<file path="config.mk">
export PLATFORM = sky130hd
export DESIGN_NAME = bus_mux_arb
export DESIGN_NICKNAME = d
export VERILOG_FILES = /design/src/rtl/cpu_mux_pkg.sv /design/src/rtl/rr_priority_pick.sv /design/src/rtl/bus_mux_arb.sv
export SDC_FILE = /design/constraint.sdc
export NUM_CORES = 1
export LEC_CHECK = 0
export CAP_MARGIN = 10
export CORE_ASPECT_RATIO = 0.75
export CORE_UTILIZATION = 38
export CTS_CLUSTER_SIZE = 40
export DETAILED_ROUTE_END_ITERATION = 7
export PLACE_DENSITY = 0.81
export REMOVE_ABC_BUFFERS = 1
export SLEW_MARGIN = 20
export SYNTH_ARGS = -nofsm -noshare
export SYNTH_HDL_FRONTEND = slang
export SYNTH_SLANG_ARGS = --single-unit
</file>
<file path="constraint.sdc">
create_clock -name clk -period 5.05 [get_ports clk]
set_input_delay 1.01 -clock clk [delete_from_list [all_inputs] [get_ports clk]]
set_output_delay 1.01 -clock clk [all_outputs]
set_load 0.01 [all_outputs]
</file>
<file path="src/rtl/cpu_mux_pkg.sv">
// Shared constants and helpers for the CPU operand/writeback bus multiplexers.
package cpu_mux_pkg;

    localparam int   CPU_WORD_W = 6;
    localparam logic MODE_FIXED = 1'b0;
    localparam logic MODE_RR    = 1'b1;

    // Bit offset of channel k inside a packed {ch[N-1], ..., ch[0]} bus.
    function automatic int unsigned slice_lsb(input int unsigned k, input int unsigned w);
        return k * w;
    endfunction

endpackage

</file>
<file path="src/rtl/rr_priority_pick.sv">
// Round-robin picker: first set request after 'last', wrapping modulo CHANNELS.
module rr_priority_pick #(
    parameter int CHANNELS = 8,
    parameter int SEL_W    = (CHANNELS > 1) ? $clog2(CHANNELS) : 1
) (
    input  logic [CHANNELS-1:0] req,
    input  logic [SEL_W-1:0]    last,
    output logic [SEL_W-1:0]    grant,
    output logic                grant_valid
);

    localparam int unsigned CH_U = CHANNELS;

    logic [CHANNELS-1:0] rot;
    int unsigned         off;

    // base + 1 + off never reaches 2*CHANNELS, so one subtraction wraps it.
    function automatic logic [SEL_W-1:0] wrap_add(input logic [SEL_W-1:0] base,
                                                   input int unsigned off_in);
        int unsigned s;
        s = 32'(base) + 32'd1 + off_in;
        if (s >= CH_U) s = s - CH_U;
        return SEL_W'(s);
    endfunction

    always_comb begin
        rot = '0;
        for (int unsigned i = 0; i < CH_U; i++) begin
            rot[i] = req[wrap_add(last, i)];
        end
    end

    always_comb begin
        off         = 0;
        grant_valid = 1'b0;
        for (int unsigned i = 0; i < CH_U; i++) begin
            if (rot[i] && !grant_valid) begin
                grant_valid = 1'b1;
                off         = i;
            end
        end
        grant = wrap_add(last, off);
    end

endmodule

</file>
<file path="src/rtl/bus_mux_arb.sv">
// N-channel W-bit bus multiplexer with fixed-select or round-robin grant,
// valid/ready handshakes and a single registered output stage.
module bus_mux_arb
    import cpu_mux_pkg::*;
#(
    parameter int WIDTH    = CPU_WORD_W,
    parameter int CHANNELS = 8,
    parameter int SEL_W    = (CHANNELS > 1) ? $clog2(CHANNELS) : 1
) (
    input  logic                      clk,
    input  logic                      rst,
    input  logic                      mode,
    input  logic [SEL_W-1:0]          sel,
    input  logic [CHANNELS*WIDTH-1:0] in_data,
    input  logic [CHANNELS-1:0]       in_valid,
    output logic [CHANNELS-1:0]       in_ready,
    output logic [WIDTH-1:0]          out_data,
    output logic [SEL_W-1:0]          out_chan,
    output logic                      out_valid,
    input  logic                      out_ready
);

    localparam logic [SEL_W:0]   CH_L      = (SEL_W + 1)'(CHANNELS);
    localparam logic [SEL_W-1:0] LAST_INIT = SEL_W'(CHANNELS - 1);

    logic [WIDTH-1:0] chan_data [CHANNELS];
    logic [SEL_W-1:0] last;
    logic [SEL_W-1:0] rr_grant;
    logic             rr_valid;
    logic             fixed_ok;
    logic [SEL_W-1:0] grant;
    logic             granted;
    logic             load_en;

    for (genvar k = 0; k < CHANNELS; k++) begin : g_unpack
        localparam int unsigned LSB = slice_lsb(k, WIDTH);
        assign chan_data[k] = in_data[LSB +: WIDTH];
    end

    rr_priority_pick #(
        .CHANNELS (CHANNELS),
        .SEL_W    (SEL_W)
    ) u_pick (
        .req         (in_valid),
        .last        (last),
        .grant       (rr_grant),
        .grant_valid (rr_valid)
    );

    assign load_en = !out_valid || out_ready;

    always_comb begin
        fixed_ok = 1'b0;
        if ({1'b0, sel} < CH_L) fixed_ok = in_valid[sel];
    end

    always_comb begin
        grant   = sel;
        granted = fixed_ok;
        if (mode == MODE_RR) begin
            grant   = rr_grant;
            granted = rr_valid;
        end
    end

    // A granted index is always in range, so the one-hot write cannot overflow.
    always_comb begin
        in_ready = '0;
        if (!rst && load_en && granted) in_ready[grant] = 1'b1;
    end

    always_ff @(posedge clk) begin
        if (rst) begin
            out_valid <= 1'b0;
            out_data  <= '0;
            out_chan  <= '0;
            last      <= LAST_INIT;
        end else if (load_en) begin
            if (granted) begin
                out_data  <= chan_data[grant];
                out_chan  <= grant;
                out_valid <= 1'b1;
                last      <= grant;
            end else begin
                out_valid <= 1'b0;
            end
        end
    end

endmodule

</file>
# Word level (Yosys, flattened, before mapping)
# Index checks and enable logic that the tools add are counted.
[op_classes] n_addsub=18 n_lt_le_gt_ge=21 muxes=51 bitwise=1 reduce_logical=21
[op_table] cell="greater-or-equal comparator 32 x 4 -> 1 bit (second input constant)" count=8
[op_table] cell="2-to-1 mux 3 bit" count=14
[op_table] cell="< comparator 3 x 4 -> 1 bit (second input constant)" count=10
[op_table] cell="binary-select mux 1 bit (select 3 bit)" count=9
[op_table] cell="subtractor 3 x 1 -> 3 bit (second input constant)" count=9
[op_table] cell="2-to-1 mux 1 bit" count=21
[op_table] cell="adder 4 x 3 -> 5 bit (second input constant)" count=4
[op_table] cell="binary-select mux 6 bit (select 3 bit)" count=1
[op_table] cell="2-to-1 mux 6 bit" count=2
[op_table] cell="adder 4 x 2 -> 5 bit (second input constant)" count=2
[op_table] cell="logical AND 1 bit" count=10
[op_table] cell="logical NOT 1 bit" count=9
[op_table] cell="greater-or-equal comparator 4 bit (second input constant)" count=2
[op_table] cell="2-to-1 mux 8 bit" count=1
[op_table] cell="adder 4 x 1 -> 5 bit (second input constant)" count=1
[op_table] cell="adder 4 x 3 -> 5 bit" count=1
[op_table] cell="adder 3 x 1 -> 4 bit (second input constant)" count=1
[op_table] cell="2-to-1 mux 2 bit" count=2
[op_table] cell="NOT 3 -> 4 bit" count=1
[op_table] cell="demux 1 bit (select 3 bit)" count=1
[op_table] cell="greater-or-equal comparator 3 x 1 -> 1 bit (second input constant)" count=1
[op_table] cell="AND reduction 2 bit" count=1
[op_table] cell="logical OR 1 bit" count=1
[word_totals] reg_bits=13 in_bits=63 output_inout_bits=18

# Logic depth before layout (Yosys ltp)
[logic_depth] ltp_word=36 mapped_depth=22

# Modules after synthesis
# A second synthesis with hierarchy kept.
[hier_totals] hier_cells=178 hier_area_um2=1712.9
[modules_own_cells] mod="bus_mux_arb" n_inst=1 cells_each=123 area_each_um2=1133.6 seq_area_each_um2=260.2
[modules_own_cells] mod="rr_priority_pick" n_inst=1 cells_each=55 area_each_um2=579.3 seq_area_each_um2=0.0

# Least setup slack after synthesis
# Ideal clock, no wire load.
[synth_timing] kind="register to output" start="reg last[0]" end="out in_ready[0]" arrival_ns=4.600 setup_slack_ns=-0.560 stages_incl_launch_ff=22 n_path_buf=2 path_cell_list="dfxtp_1 -> inv_1 -> ha_1 -> buf_6 -> buf_12 -> mux4_2 -> mux2_2 -> nor2b_1 -> and2_4 -> o21ai_0 -> o21ai_0 -> a22o_1 -> ha_1 -> inv_1 -> fa_1 -> xnor2_1 -> nand2_1 -> a2bb2oi_1 -> o21ai_1 -> a211oi_4 -> nand3_1 -> nor3_1"
[synth_via] elab_chain_len=36 elab_cells_between_ends=90 cone_classes="18 x add/sub; 11 x order compare; 45 x mux; 16 x reduce/logical"
[synth_lines] element="from (decl)" line_no="bus_mux_arb.sv:27" rtl="logic [SEL_W-1:0] last;"
[synth_lines] element="from (signal assigned)" line_no="bus_mux_arb.sv:83" rtl="last <= grant;"
[synth_lines] element="adder 3 x 1 -> 4 bit *" line_no="rr_priority_pick.sv:21" rtl="s = 32'(base) + 32'd1 + off_in;"
[synth_lines] element="parallel branches: the longest is 34 deep, another holds greater-or-equal comparator 32 x 4 -> 1 bit"
[synth_lines] element="2-to-1 mux 8 bit *" line_no="bus_mux_arb.sv:69" rtl="if (!rst && load_en && granted) in_ready[grant] = 1'b1;"
[synth_lines] element="to (decl)" line_no="bus_mux_arb.sv:16" rtl="output logic [CHANNELS-1:0] in_ready,"
# Mark *: on every way between the ends. The select of a mux whose other input is x is not followed.

# Worst setup path after layout
[layout_timing] start="in in_valid[6]" end="out in_ready[7]"
[layout_via] elab_chain_len=33 elab_cells_between_ends=60 cone_classes="2 x add/sub; 3 x order compare; 39 x mux; 16 x reduce/logical"
[layout_lines] element="from (decl)" line_no="bus_mux_arb.sv:15" rtl="input logic [CHANNELS-1:0] in_valid,"
[layout_lines] element="binary-select mux 1 bit (select 3 bit)" line_no="rr_priority_pick.sv:29" rtl="rot[i] = req[wrap_add(last, i)];"
[layout_lines] element="2-to-1 mux 1 bit (not written as such)" line_no="rr_priority_pick.sv:29"
[layout_lines] element="2-to-1 mux 1 bit" line_no="rr_priority_pick.sv:37" rtl="if (rot[i] && !grant_valid) begin"
[layout_lines] element="logical NOT 1 bit" line_no="rr_priority_pick.sv:37"
[layout_lines] element="logical AND 1 bit" line_no="rr_priority_pick.sv:37"
[layout_lines] element="2-to-1 mux 1 bit" line_no="rr_priority_pick.sv:37"
[layout_lines] element="logical NOT 1 bit" line_no="rr_priority_pick.sv:37"
[layout_lines] element="logical AND 1 bit" line_no="rr_priority_pick.sv:37"
[layout_lines] element="[17 not listed]"
[layout_lines] element="greater-or-equal comparator 32 x 4 -> 1 bit or subtractor 3 x 1 -> 3 bit (tied branches)" line_no="rr_priority_pick.sv:22" rtl="if (s >= CH_U) s = s - CH_U;"
[layout_lines] element="2-to-1 mux 3 bit" line_no="rr_priority_pick.sv:22"
[layout_lines] element="2-to-1 mux 3 bit" line_no="bus_mux_arb.sv:60" rtl="if (mode == MODE_RR) begin"
[layout_lines] element="< comparator 3 x 4 -> 1 bit (not written as such) or greater-or-equal comparator 3 x 1 -> 1 bit (tied branches)" line_no="bus_mux_arb.sv:69"
[layout_lines] element="logical AND 1 bit (not written as such)" line_no="bus_mux_arb.sv:69"
[layout_lines] element="2-to-1 mux 1 bit (not written as such)" line_no="bus_mux_arb.sv:69"
[layout_lines] element="demux 1 bit (select 3 bit)" line_no="bus_mux_arb.sv:69"
[layout_lines] element="2-to-1 mux 8 bit *" line_no="bus_mux_arb.sv:69"
# Every way passes the cells marked *; elsewhere a longest branch is shown, timed or not. The select of a mux whose other input is x is not followed.

==> results_dict.tcl <==
set metrics [dict create \
    yosysWarnings 0 \
    tightest_slew_ns 0.590 \
    ys_seq_area_share_pct 15.0 \
    async_reset_ff_share_pct 0 \
    p_clk_share_pct 4.4 \
    hpwl_um 4410 \
    gp_congestion 0.912 \
    grt_max_degree 24 \
    pwr-share-comb_pct 88.0 \
    regArea_um2 260 \
    synth.ff_latch_count 13 \
    leakage_nw 1.32 \
    fin_skew_ns 0.00498 \
    grt.overflow.total 0 \
    seq_power_share_pct 7.7 \
    cts.sinks 13 \
    hp-class "reg2reg" \
    final_common_cell "clkdlybuf4s50_1" \
    wl_per_cell_um 17.1 \
    rsz0062_at_grt "true" \
    fp.dieH_um 60.4 \
    antenna_found_initial 0 \
    cts_tree "done" \
    cts_buffers 3 \
    cp.required_ns 4.04 \
    avgSynthCellArea_um2 8.83 \
    wl_um 6380 \
    die_width_um 79.9 \
    rows 20 \
    grt_pass1_wl_um 9790 \
    multi_input_area_um2 1500 \
    status "finished, violations left" \
    postLayoutCellArea_um2 3050 \
    r2r-end "out_data[5]" \
    syn_area_um2 1730 \
    initial_utilization_pct 41.2 \
    cts_hold_buf 0 \
    internal-power_mw 1.22 \
    drt-initial-drc-count 120 \
    synth_cell_types 44 \
    area.growth.synth_to_final_pct 76.4 \
    layout.cells.most_common_list "clkdlybuf4s50_1 (64), buf_4 (48), nand2_1 (31)" \
    p_per_area_nw_per_um2 711 \
    r2r_cells 23 \
    post_dp_cell_area_um2 2870 \
    dp_cells 363 \
    period_share_pct 110 \
    power_mw 2.17 \
    clkLatencyLatePin_ns 0.25 \
    cts.root.buffer_cell "clkbuf_8" \
    drt_pass1_iterations 4 \
    clockBufferDepth 2 \
    violations "setup timing" \
    grt_usage_pct 26.3 \
    switching_share_pct 43.8 \
    vias 2103 \
    maxCapViolCount 0 \
    setup_viol 8 \
    crit_arrival_ns 4.54 \
    grt_pass1_vias 2007 \
    ant_nets 0 \
    r2r_setup_slack_ns 0.36 \
    critical_path_peak_fanout 6 \
    fmax_mhz 180 \
    synth_edf_count 0 \
    switching_power_mw 0.950 \
    ys.flop_type "dfxtp_1" \
    stdcell_count 372 \
    design.core.area_um2 4200 \
    drc 0 \
    setup_slack_ns -0.496 \
    min_to "out_chan[2]" \
    htreeDepth 1 \
    portBuffers 80 \
    crit_path_start_kind "input pin" \
    vias_per_cell 5.65 \
    diodes 0 \
    fillers 307 \
    drv_slew 0 \
    whs_ns 0.495 \
    clk_pin_slew_worst_paths_ns 0.05 \
    path_class "in2out" \
    ios 81 \
    hold_start "out_chan[2]" \
    finalHoldViolCount 0 \
    die_area_um2 4830 \
    peakVddDrop_v 0.000317 \
    r2r-start "last[0]" \
    finalCriticalPeriod_ns 5.55 \
    layout.nets 385 \
    drive_gt1_share_pct 37.2 \
    whs_path_depth 2 \
    slew_headroom_pct 60.6 \
    crit_path_end_kind "primary output" \
    synthCells 196 \
]
synthesized netlist by cell type (all sizes together), types with 3 or more instances:
| master | n | share of area, % |
|---|---|---|
| nand2 | 32 | 6.9 |
| mux2i | 16 | 9.3 |
| nor2 | 16 | 3.5 |
| mux4 | 14 | 18 |
| dfxtp | 13 | 15 |
| a211oi | 9 | 4.6 |
| nor3 | 9 | 3.8 |
| o21ai | 9 | 2.6 |
| clkbuf | 8 | 1.7 |
| mux2 | 8 | 5.2 |
| a31oi | 7 | 2.5 |
| and3 | 6 | 2.2 |
| buf | 5 | 2.6 |
| inv | 5 | 1.1 |
| nand2b | 5 | 1.8 |
| and2 | 4 | 1.6 |
| nor2b | 4 | 1.4 |
| o32ai | 4 | 2.0 |
| ha | 3 | 2.2 |
| xnor2 | 3 | 1.5 |
state kept, by name, indices dropped and copies added, names as in the netlist:
name / flops
last: 3
out_valid: 1
out_chan: 3
out_data: 6
logic make-up after synthesis:
logic type | Yosys count | synth area share [%]
buf+inv | 18 | 5.42
xor+xnor | 5 | 3.33
mux | 38 | 32.7
compound gates | 40 | 18.1
simple gates | 78 | 22.1
fa+ha+maj | 4 | 3.33
flops | 13 | 15.0
power groups by stage:
| stage | Clock, mW | Sequential, mW | Combinational, mW |
|---|---|---|---|
| CTS | 0.0969 | 0.166 | 1.78 |
| global placement | 0 | 0.165 | 1.63 |
| floorplan | 0 | 0.193 | 0.914 |
| detailed placement | 0 | 0.167 | 1.66 |
| global route | 0.101 | 0.170 | 2.03 |
| finish | 0.0949 | 0.166 | 1.91 |
per-layer routing:
metal  share of wire, %  GRT usage, %  vias to the layer above
met2                 49          46.5                       94
met4                3.3          6.38                        0
li1                   -             -                      980
met1                 42          34.0                     1011
met3                6.3          4.51                       18
met5                  0             0                        -
per-stage QoR:
step | util (%) | setup TNS (ns) | setup slack [ns]
after CTS | 71.7 | -3.05 | -0.436
after global placement | 68.3 | -10.74 | -1.28
final | 72.6 | -3.65 | -0.496
after global routing | 72.6 | -4.46 | -0.610
after floorplan | - | -11.61 | -1.03
after detailed placement | 68.3 | -12.32 | -1.42
worst max-delay path by stage:
stage	from	end	slack (ns)
after floorplan	last[0]	in_ready[0]	-1.03
after global placement	in_valid[6]	in_ready[7]	-1.28
after detailed placement	in_valid[6]	in_ready[6]	-1.42
after CTS	in_valid[2]	in_ready[7]	-0.44
after global routing	last[0]	in_ready[2]	-0.61
final	in_valid[6]	in_ready[7]	-0.50
final cells by class:
cell class,count,share of cell area [%]
multi-input cells,165,49.1
repair buffers,130,38.0
flip-flops and latches,13,8.52
well taps,55,2.25
clock buffers,4,1.48
inverters,5,0.615
repair_timing:
| item | in CTS | in global routing |
|---|---|---|
| endpoints found under the hold margin | 0 | 0 |
| cloned | 0 | 0 |
| setup buffers | 4 | 1 |
| pin swaps | 14 | 8 |
| resized for setup | 106 | 7 |
| endpoints found under the setup margin | 11 | 8 |
critical path, cell delays in order:
cell and delay, ns:
buf_8 0.10, mux4_2 0.51, mux2_4 0.32, buf_6 0.13, o221ai_2 0.17, nand2_1 0.10, o21ai_2 0.09, a22o_1 0.15
ha_2 0.17, inv_2 0.04, fa_2 0.35, xnor2_2 0.21, nand2_2 0.11, a2bb2oi_2 0.18, o21ai_2 0.09, a211oi_4 0.07
or3b_4 0.41, nor3_2 0.18, buf_2 0.15
No activity file was read; power rests on OpenSTA's default activity.
